==> src/rtl/output_stream_store_pkg.sv <==
`default_nettype none
// ============================================================================
// Module      : output_stream_store_pkg
// Description : Shared types and constants for the output stream store sink.
// Revision    : 1.0 - initial release
// ============================================================================
package output_stream_store_pkg;

    localparam int COUNT_WIDTH = 16;

    typedef enum logic [1:0] {
        ST_IDLE = 2'd0,
        ST_RUN  = 2'd1,
        ST_DONE = 2'd2
    } store_state_t;

endpackage
`default_nettype wire

==> src/rtl/output_stream_store_if.sv <==
`default_nettype none
// ============================================================================
// Module      : output_stream_store_if
// Description : Elastic input stream plus req/gnt memory write port.
// Revision    : 1.0 - initial release
// ============================================================================
interface output_stream_store_if #(
    parameter int DATA_WIDTH = 32,
    parameter int ADDR_WIDTH = 32
);
    logic [DATA_WIDTH-1:0] din;
    logic                  din_v;
    logic                  din_r;
    logic                  mem_req;
    logic                  mem_gnt;
    logic [ADDR_WIDTH-1:0] mem_addr;
    logic [DATA_WIDTH-1:0] mem_wdata;
    logic                  mem_we;

    // master: the environment (stream producer and memory arbiter); slave: the store
    modport master (
        output din, din_v, mem_gnt,
        input  din_r, mem_req, mem_addr, mem_wdata, mem_we
    );

    modport slave (
        input  din, din_v, mem_gnt,
        output din_r, mem_req, mem_addr, mem_wdata, mem_we
    );
endinterface
`default_nettype wire

==> src/rtl/output_stream_store_sync_fifo.sv <==
`default_nettype none
// ============================================================================
// Module      : output_stream_store_sync_fifo
// Description : Registered FIFO, no read-during-write bypass.
// Revision    : 1.0 - initial release
// ============================================================================
module output_stream_store_sync_fifo #(
    parameter int DATA_WIDTH = 32,
    parameter int DEPTH      = 4
) (
    input  logic                  clk,
    input  logic                  rst_n,
    input  logic                  push_i,
    input  logic [DATA_WIDTH-1:0] wdata_i,
    input  logic                  pop_i,
    output logic                  full_o,
    output logic                  empty_o,
    output logic [DATA_WIDTH-1:0] head_o
);
    localparam int PTR_W = $clog2(DEPTH);

    logic [DATA_WIDTH-1:0] mem_q [DEPTH];
    logic [PTR_W:0]        wr_ptr_q;
    logic [PTR_W:0]        rd_ptr_q;
    logic                  do_push;
    logic                  do_pop;

    // Extra pointer MSB distinguishes full from empty when indices match
    assign full_o  = (wr_ptr_q[PTR_W] != rd_ptr_q[PTR_W]) &&
                     (wr_ptr_q[PTR_W-1:0] == rd_ptr_q[PTR_W-1:0]);
    assign empty_o = (wr_ptr_q == rd_ptr_q);
    assign do_push = push_i & ~full_o;
    assign do_pop  = pop_i & ~empty_o;
    assign head_o  = mem_q[rd_ptr_q[PTR_W-1:0]];

    always_ff @(posedge clk or negedge rst_n) begin
        if (!rst_n) begin
            wr_ptr_q <= '0;
            rd_ptr_q <= '0;
        end else begin
            if (do_push) begin
                wr_ptr_q <= wr_ptr_q + {{PTR_W{1'b0}}, 1'b1};
            end
            if (do_pop) begin
                rd_ptr_q <= rd_ptr_q + {{PTR_W{1'b0}}, 1'b1};
            end
        end
    end

    always_ff @(posedge clk) begin
        if (do_push) begin
            mem_q[wr_ptr_q[PTR_W-1:0]] <= wdata_i;
        end
    end

endmodule
`default_nettype wire

==> src/rtl/output_stream_store.sv <==
`default_nettype none
// ============================================================================
// Module      : output_stream_store
// Description : Stores a configured number of stream words at base + i*stride.
// Revision    : 1.0 - initial release
// ============================================================================
module output_stream_store
    import output_stream_store_pkg::*;
#(
    parameter int DATA_WIDTH = 32,
    parameter int ADDR_WIDTH = 32,
    parameter int FIFO_DEPTH = 4
) (
    input  logic                   clk,
    input  logic                   rst_n,
    input  logic                   start,
    input  logic [ADDR_WIDTH-1:0]  base_addr,
    input  logic [ADDR_WIDTH-1:0]  stride,
    input  logic [COUNT_WIDTH-1:0] count,
    output logic                   busy,
    output logic                   done,
    output_stream_store_if.slave   bus
);
    store_state_t           state_q;
    store_state_t           state_d;
    logic [COUNT_WIDTH-1:0] cnt_q;
    logic [COUNT_WIDTH-1:0] acc_q;
    logic [COUNT_WIDTH-1:0] grn_q;
    logic [ADDR_WIDTH-1:0]  stride_q;
    logic [ADDR_WIDTH-1:0]  addr_q;

    logic                   run;
    logic                   launch;
    logic                   fifo_full;
    logic                   fifo_empty;
    logic [DATA_WIDTH-1:0]  fifo_head;
    logic                   push;
    logic                   fire;
    logic                   last_grant;

    assign run        = (state_q == ST_RUN);
    assign launch     = (state_q == ST_IDLE) & start;
    assign push       = bus.din_v & bus.din_r;
    assign fire       = bus.mem_req & bus.mem_gnt;
    assign last_grant = fire & ((grn_q + COUNT_WIDTH'(1)) == cnt_q);

    // Acceptance stops at count so surplus words stall upstream
    assign bus.din_r     = run & ~fifo_full & (acc_q < cnt_q);
    assign bus.mem_req   = run & ~fifo_empty;
    assign bus.mem_we    = bus.mem_req;
    assign bus.mem_addr  = addr_q;
    assign bus.mem_wdata = bus.mem_req ? fifo_head : '0;

    output_stream_store_sync_fifo #(
        .DATA_WIDTH (DATA_WIDTH),
        .DEPTH      (FIFO_DEPTH)
    ) u_fifo (
        .clk     (clk),
        .rst_n   (rst_n),
        .push_i  (push),
        .wdata_i (bus.din),
        .pop_i   (fire),
        .full_o  (fifo_full),
        .empty_o (fifo_empty),
        .head_o  (fifo_head)
    );

    always_ff @(posedge clk or negedge rst_n) begin
        if (!rst_n) begin
            state_q <= ST_IDLE;
        end else begin
            state_q <= state_d;
        end
    end

    always_comb begin
        state_d = state_q;
        case (state_q)
            ST_IDLE: begin
                if (start) begin
                    state_d = (count == '0) ? ST_DONE : ST_RUN;
                end
            end
            ST_RUN: begin
                if (last_grant) begin
                    state_d = ST_DONE;
                end
            end
            ST_DONE: state_d = ST_IDLE;
            default: state_d = ST_IDLE;
        endcase
    end

    always_comb begin
        busy = 1'b0;
        done = 1'b0;
        case (state_q)
            ST_RUN:  busy = 1'b1;
            ST_DONE: done = 1'b1;
            default: begin
                busy = 1'b0;
                done = 1'b0;
            end
        endcase
    end

    // Address accumulator wraps naturally at the address width
    always_ff @(posedge clk or negedge rst_n) begin
        if (!rst_n) begin
            cnt_q    <= '0;
            acc_q    <= '0;
            grn_q    <= '0;
            stride_q <= '0;
            addr_q   <= '0;
        end else if (launch) begin
            cnt_q    <= count;
            acc_q    <= '0;
            grn_q    <= '0;
            stride_q <= stride;
            addr_q   <= base_addr;
        end else begin
            if (push) begin
                acc_q <= acc_q + COUNT_WIDTH'(1);
            end
            if (fire) begin
                grn_q  <= grn_q + COUNT_WIDTH'(1);
                addr_q <= addr_q + stride_q;
            end
        end
    end

endmodule
`default_nettype wire

==> src/flat_wrapper.sv <==
// flat-port wrapper written by rule: the top's interface ports become plain ports
module output_stream_store_flat import output_stream_store_pkg::*;
#(
    parameter int DATA_WIDTH = 32,
    parameter int ADDR_WIDTH = 32,
    parameter int FIFO_DEPTH = 4
)
  (clk, rst_n, start, base_addr, stride, count, busy, done, bus_din, bus_din_v, bus_mem_gnt, bus_din_r, bus_mem_req, bus_mem_addr, bus_mem_wdata, bus_mem_we);
  output_stream_store_if #(.DATA_WIDTH(DATA_WIDTH), .ADDR_WIDTH(ADDR_WIDTH)) bus_i ();
  input  logic clk;
  input  logic rst_n;
  input  logic start;
  input  logic [ADDR_WIDTH-1:0] base_addr;
  input  logic [ADDR_WIDTH-1:0] stride;
  input  logic [COUNT_WIDTH-1:0] count;
  output logic busy;
  output logic done;
  input wire logic [$bits(bus_i.din)-1:0] bus_din;
  input wire logic [$bits(bus_i.din_v)-1:0] bus_din_v;
  input wire logic [$bits(bus_i.mem_gnt)-1:0] bus_mem_gnt;
  output wire logic [$bits(bus_i.din_r)-1:0] bus_din_r;
  output wire logic [$bits(bus_i.mem_req)-1:0] bus_mem_req;
  output wire logic [$bits(bus_i.mem_addr)-1:0] bus_mem_addr;
  output wire logic [$bits(bus_i.mem_wdata)-1:0] bus_mem_wdata;
  output wire logic [$bits(bus_i.mem_we)-1:0] bus_mem_we;
  assign bus_i.din = bus_din;
  assign bus_i.din_v = bus_din_v;
  assign bus_i.mem_gnt = bus_mem_gnt;
  assign bus_din_r = bus_i.din_r;
  assign bus_mem_req = bus_i.mem_req;
  assign bus_mem_addr = bus_i.mem_addr;
  assign bus_mem_wdata = bus_i.mem_wdata;
  assign bus_mem_we = bus_i.mem_we;
  output_stream_store #(.DATA_WIDTH(DATA_WIDTH), .ADDR_WIDTH(ADDR_WIDTH), .FIFO_DEPTH(FIFO_DEPTH)) u_core (.clk(clk), .rst_n(rst_n), .start(start), .base_addr(base_addr), .stride(stride), .count(count), .busy(busy), .done(done), .bus(bus_i));
endmodule
==> config.mk <==
export PLATFORM = sky130hd
export DESIGN_NAME = output_stream_store_flat
export DESIGN_NICKNAME = d
export VERILOG_FILES = /design/src/rtl/output_stream_store_pkg.sv /design/src/rtl/output_stream_store_if.sv /design/src/rtl/output_stream_store_sync_fifo.sv /design/src/rtl/output_stream_store.sv /design/src/flat_wrapper.sv
export SDC_FILE = /design/constraint.sdc
export NUM_CORES = 1
export LEC_CHECK = 0
export BUFFER_PORTS_ARGS = -buffer_cell sky130_fd_sc_hd__buf_2
export CAP_MARGIN = 5
export CORE_UTILIZATION = 62
export CTS_CLUSTER_DIAMETER = 120
export DETAILED_ROUTE_END_ITERATION = 6
export PLACE_DENSITY_LB_ADDON = 0.08
export SYNTH_ARGS = -nofsm -noshare
export SYNTH_HDL_FRONTEND = slang
export SYNTH_SLANG_ARGS = --single-unit
==> constraint.sdc <==
create_clock -name clk -period 5.1 [get_ports clk]
set_clock_uncertainty 0.1 [all_clocks]
set_input_delay 0.765 -clock clk [delete_from_list [all_inputs] [get_ports clk]]
set_output_delay 0.765 -clock clk [all_outputs]
set_load 0.01 [all_outputs]
==> flow_metrics.env <==
export IMPL_status="complete, no violations"
export IMPL_crit_fanout=35
export IMPL_hold_buffers=1
export IMPL_max_freq_mhz=283
export IMPL_worstHoldPathType="input port to flop"
export IMPL_h_tree_depth=1
export IMPL_fin_crit_ns=3.54
export IMPL_cp_arrival_ns=2.67
export IMPL_hold_violations=0
export IMPL_grt_max_degree=63
export IMPL_cts_resized_gates=0
export IMPL_r2r_end="u_core.bus.mem_addr[30]"
export IMPL_crit_path_end="bus_mem_wdata[9]"
export IMPL_wirelength_um=28000
export IMPL_slew_headroom_pct=38.4
export IMPL_setup_violations=0
export IMPL_yosysSeqAreaShare_pct=55.5
export IMPL_whs_ns=0.311
export IMPL_grt_pass1_vias=8585
export IMPL_p_int_mw=4.34
export IMPL_die_w_um=143
export IMPL_die_h_um=143
export IMPL_cap_violations=0
export IMPL_drc=0
export IMPL_postCtsSetupBuffers=0
export IMPL_via_count=9006
export IMPL_num_rows=51
export IMPL_rsz0062_at_grt="false"
export IMPL_nNetsFinal=1442
export IMPL_regArea_um2=6850
export IMPL_r2r_cells=11
export IMPL_syn_inst=1098
export IMPL_dieArea_um2=20500
export IMPL_r2r_start="u_core.bus.mem_addr[0]"
export IMPL_synth_top_cell_area_share_pct=31.2
export IMPL_fin_tns_setup_ns=0
export IMPL_fin_cells=1560
export IMPL_power_density_nw_per_um2=445
export IMPL_place_gp_congestion=0.912
export IMPL_p_leak_nw=6.31
export IMPL_synth_edff_count=128
export IMPL_power_switching_mw=2.04
export IMPL_synth_largest_area_cell="edfxtp_1"
export IMPL_final_area_um2=14400
export IMPL_async_reset_ff_share_pct=48.4
export IMPL_clock_sinks=248
export IMPL_placed_area_um2=13500
export IMPL_cts_root_buf="clkbuf_16"
export IMPL_multiInputGateArea_um2=5180
export IMPL_initial_core_util_pct=63.4
export IMPL_placed_cells=1507
export IMPL_start_kind="flop"
export IMPL_fin_ws_ns=1.56
export IMPL_drive_above_1_share_pct=22.5
export IMPL_clock_latency_ns=0.54
export IMPL_clk_path_buf_depth=3
export IMPL_synth_yosys_warnings=0
export IMPL_drtIter0Drc=529
export IMPL_fill_cells=1350
export IMPL_ys_types=62
export IMPL_cts_tree="built"
export IMPL_hpwl_um=18800
export IMPL_crit_path_start="u_core.u_fifo.rd_ptr_q[1]"
export IMPL_required_ns=4.24
export IMPL_wire_per_inst_um=17.9
export IMPL_netlist_area_um2=12300
export IMPL_dr_pass1_iters=5
export IMPL_crit_type="flop to primary output"
export IMPL_cts_buffers=26
export IMPL_io_pins=186
export IMPL_final_max_slew_viol_count=0
export IMPL_synthTopCellsByArea="edfxtp_1 (31%), dfrtp_1 (24%), nand2_1 (6.0%)"
export IMPL_ys_ff_latch=248
export IMPL_grt_usage_pct=28.0
export IMPL_port_buffers=185
export IMPL_antenna_found_initial=5
export IMPL_pwr_share_comb_pct=30.4
export IMPL_irDropWorstVdd_mv=0.488
export IMPL_ys_flop_type="edfxtp_1"
export IMPL_period_share_pct=69.3
export IMPL_worstMarginPinSlew_ns=0.923
export IMPL_pwr_share_seq_pct=40.6
export IMPL_core_area_um2=19500
export IMPL_r2r_slack_ns=1.80
export IMPL_clockPowerShare_pct=29.0
export IMPL_syn_area_per_cell_um2=11.2
export IMPL_clk_pin_slew_worst_paths_ns=0.06
export IMPL_swShare_pct=32.0
export IMPL_pre_cts_ws_ns=1.80
export IMPL_grt_pass1_wl_um=44100
export IMPL_ant_nets=0
export IMPL_crit_path_end_kind="primary output"
export IMPL_grt_overflow=0
export IMPL_syn_to_final_growth_pct=16.4
export IMPL_synth_nets=1269
export IMPL_viasPerCell=5.77
-- stage by stage --
| stage | power (mW) | util, % |
|---|---|---|
| 3_5_place_dp | 4.57 | 69.3 |
| 4_1_cts | 6.44 | 73.7 |
| 2_1_floorplan | 3.87 | - |
| 3_3_place_gp | 4.52 | 69.3 |
| 5_1_grt | 6.72 | 73.7 |
| 6_report | 6.38 | 73.8 |
-- worst max-delay path, cell delays in order (launching register included) --
cell and delay, ns:
dfrtp_1 0.33, buf_4 0.43, xor2_1 0.24, o31a_1 0.36, buf_4 0.38, and2_1 0.24
buf_2 0.15
-- cells in the final DEF (no fill, tap or decap), drive strengths merged, types with 27 or more instances in the layout --
master	count
edfxtp	128
nand3	27
nand2	197
a21oi	70
xnor2	38
ha	53
and2	40
mux4	32
clkbuf	33
o21ai	77
dfrtp	120
buf	199
nor2	52
-- sequential cells by signal, summed over array words and instances, names as in the netlist --
| name | cells |
|---|---|
| u_core.bus.mem_addr | 32 |
| u_core.cnt_q | 16 |
| u_core.state_q | 2 |
| u_core.u_fifo.mem_q | 128 |
| u_core.acc_q | 16 |
| u_core.u_fifo.rd_ptr_q | 3 |
| u_core.u_fifo.wr_ptr_q | 3 |
| u_core.grn_q | 16 |
| u_core.stride_q | 32 |
-- layer usage --
layer  vias to the layer above  part of all wire [%]  track usage, %
met4                         4                   1.8            6.62
met1                      4303                    42            38.1
met2                       332                    48            46.1
met3                        40                   7.4            5.90
met5                         -                  0.11               0
li1                       4327                     -               -
-- synth_stat cells (all sizes together) (3+ instances only) --
cell type	number
o211ai	4
inv	26
o21bai	5
nor3	4
buf	13
o31ai	19
nor2b	6
nor4	8
xor2	19
and3	18
edfxtp	128
nand2b	6
and2	40
a21oi	70
dfrtp	120
or3	3
mux4	32
clkbuf	42
nand4	10
and4	3
nand3	27
xnor2	38
o22ai	7
o21ai	77
a22oi	5
ha	53
or4	12
nand2	197
o21a	3
a21o	17
nor2	52
a31oi	9
-- area by class of cell --
type / instances / area share [%]
Multi-Input combinational cell: 769 / 36.1
Timing Repair Buffer: 200 / 7.27
Antenna cell: 4 / 0.0697
Sequential cell: 248 / 47.7
Tap cell: 265 / 2.31
Clock inverter: 15 / 1.07
Clock buffer: 33 / 4.85
Inverter: 26 / 0.680
-- worst min-delay path by stage --
stage,from,to,depth (start not counted)
2_1_floorplan,u_core.stride_q[0],u_core.stride_q[0],2
3_3_place_gp,u_core.stride_q[9],u_core.stride_q[9],2
3_5_place_dp,u_core.stride_q[20],u_core.stride_q[20],2
4_1_cts,stride[29],u_core.stride_q[29],3
5_1_grt,stride[17],u_core.stride_q[17],3
6_report,stride[29],u_core.stride_q[29],3
-- logic make-up (layout without fill, tap and decap cells) --
family	Yosys count	count (layout)	share of synthesized area [%]
mux	35	35	6.10
flops	248	248	55.5
compound gates	233	233	11.6
buf+inv	81	274	2.55
other cells	0	4	0
simple gates	390	390	14.7
xor+xnor	57	57	4.05
fa+ha+maj	54	54	5.54
-- power by group through the flow --
stage               registers, mW  logic [mW]  clock network [mW]
floorplan                    2.58        1.29                   0
detailed placement           2.62        1.94                   0
global placement             2.60        1.91                   0
CTS                          2.59        1.97                1.88
global route                 2.62        2.14                1.96
finish                       2.59        1.94                1.85
Power figures use the tool's default switching activity.
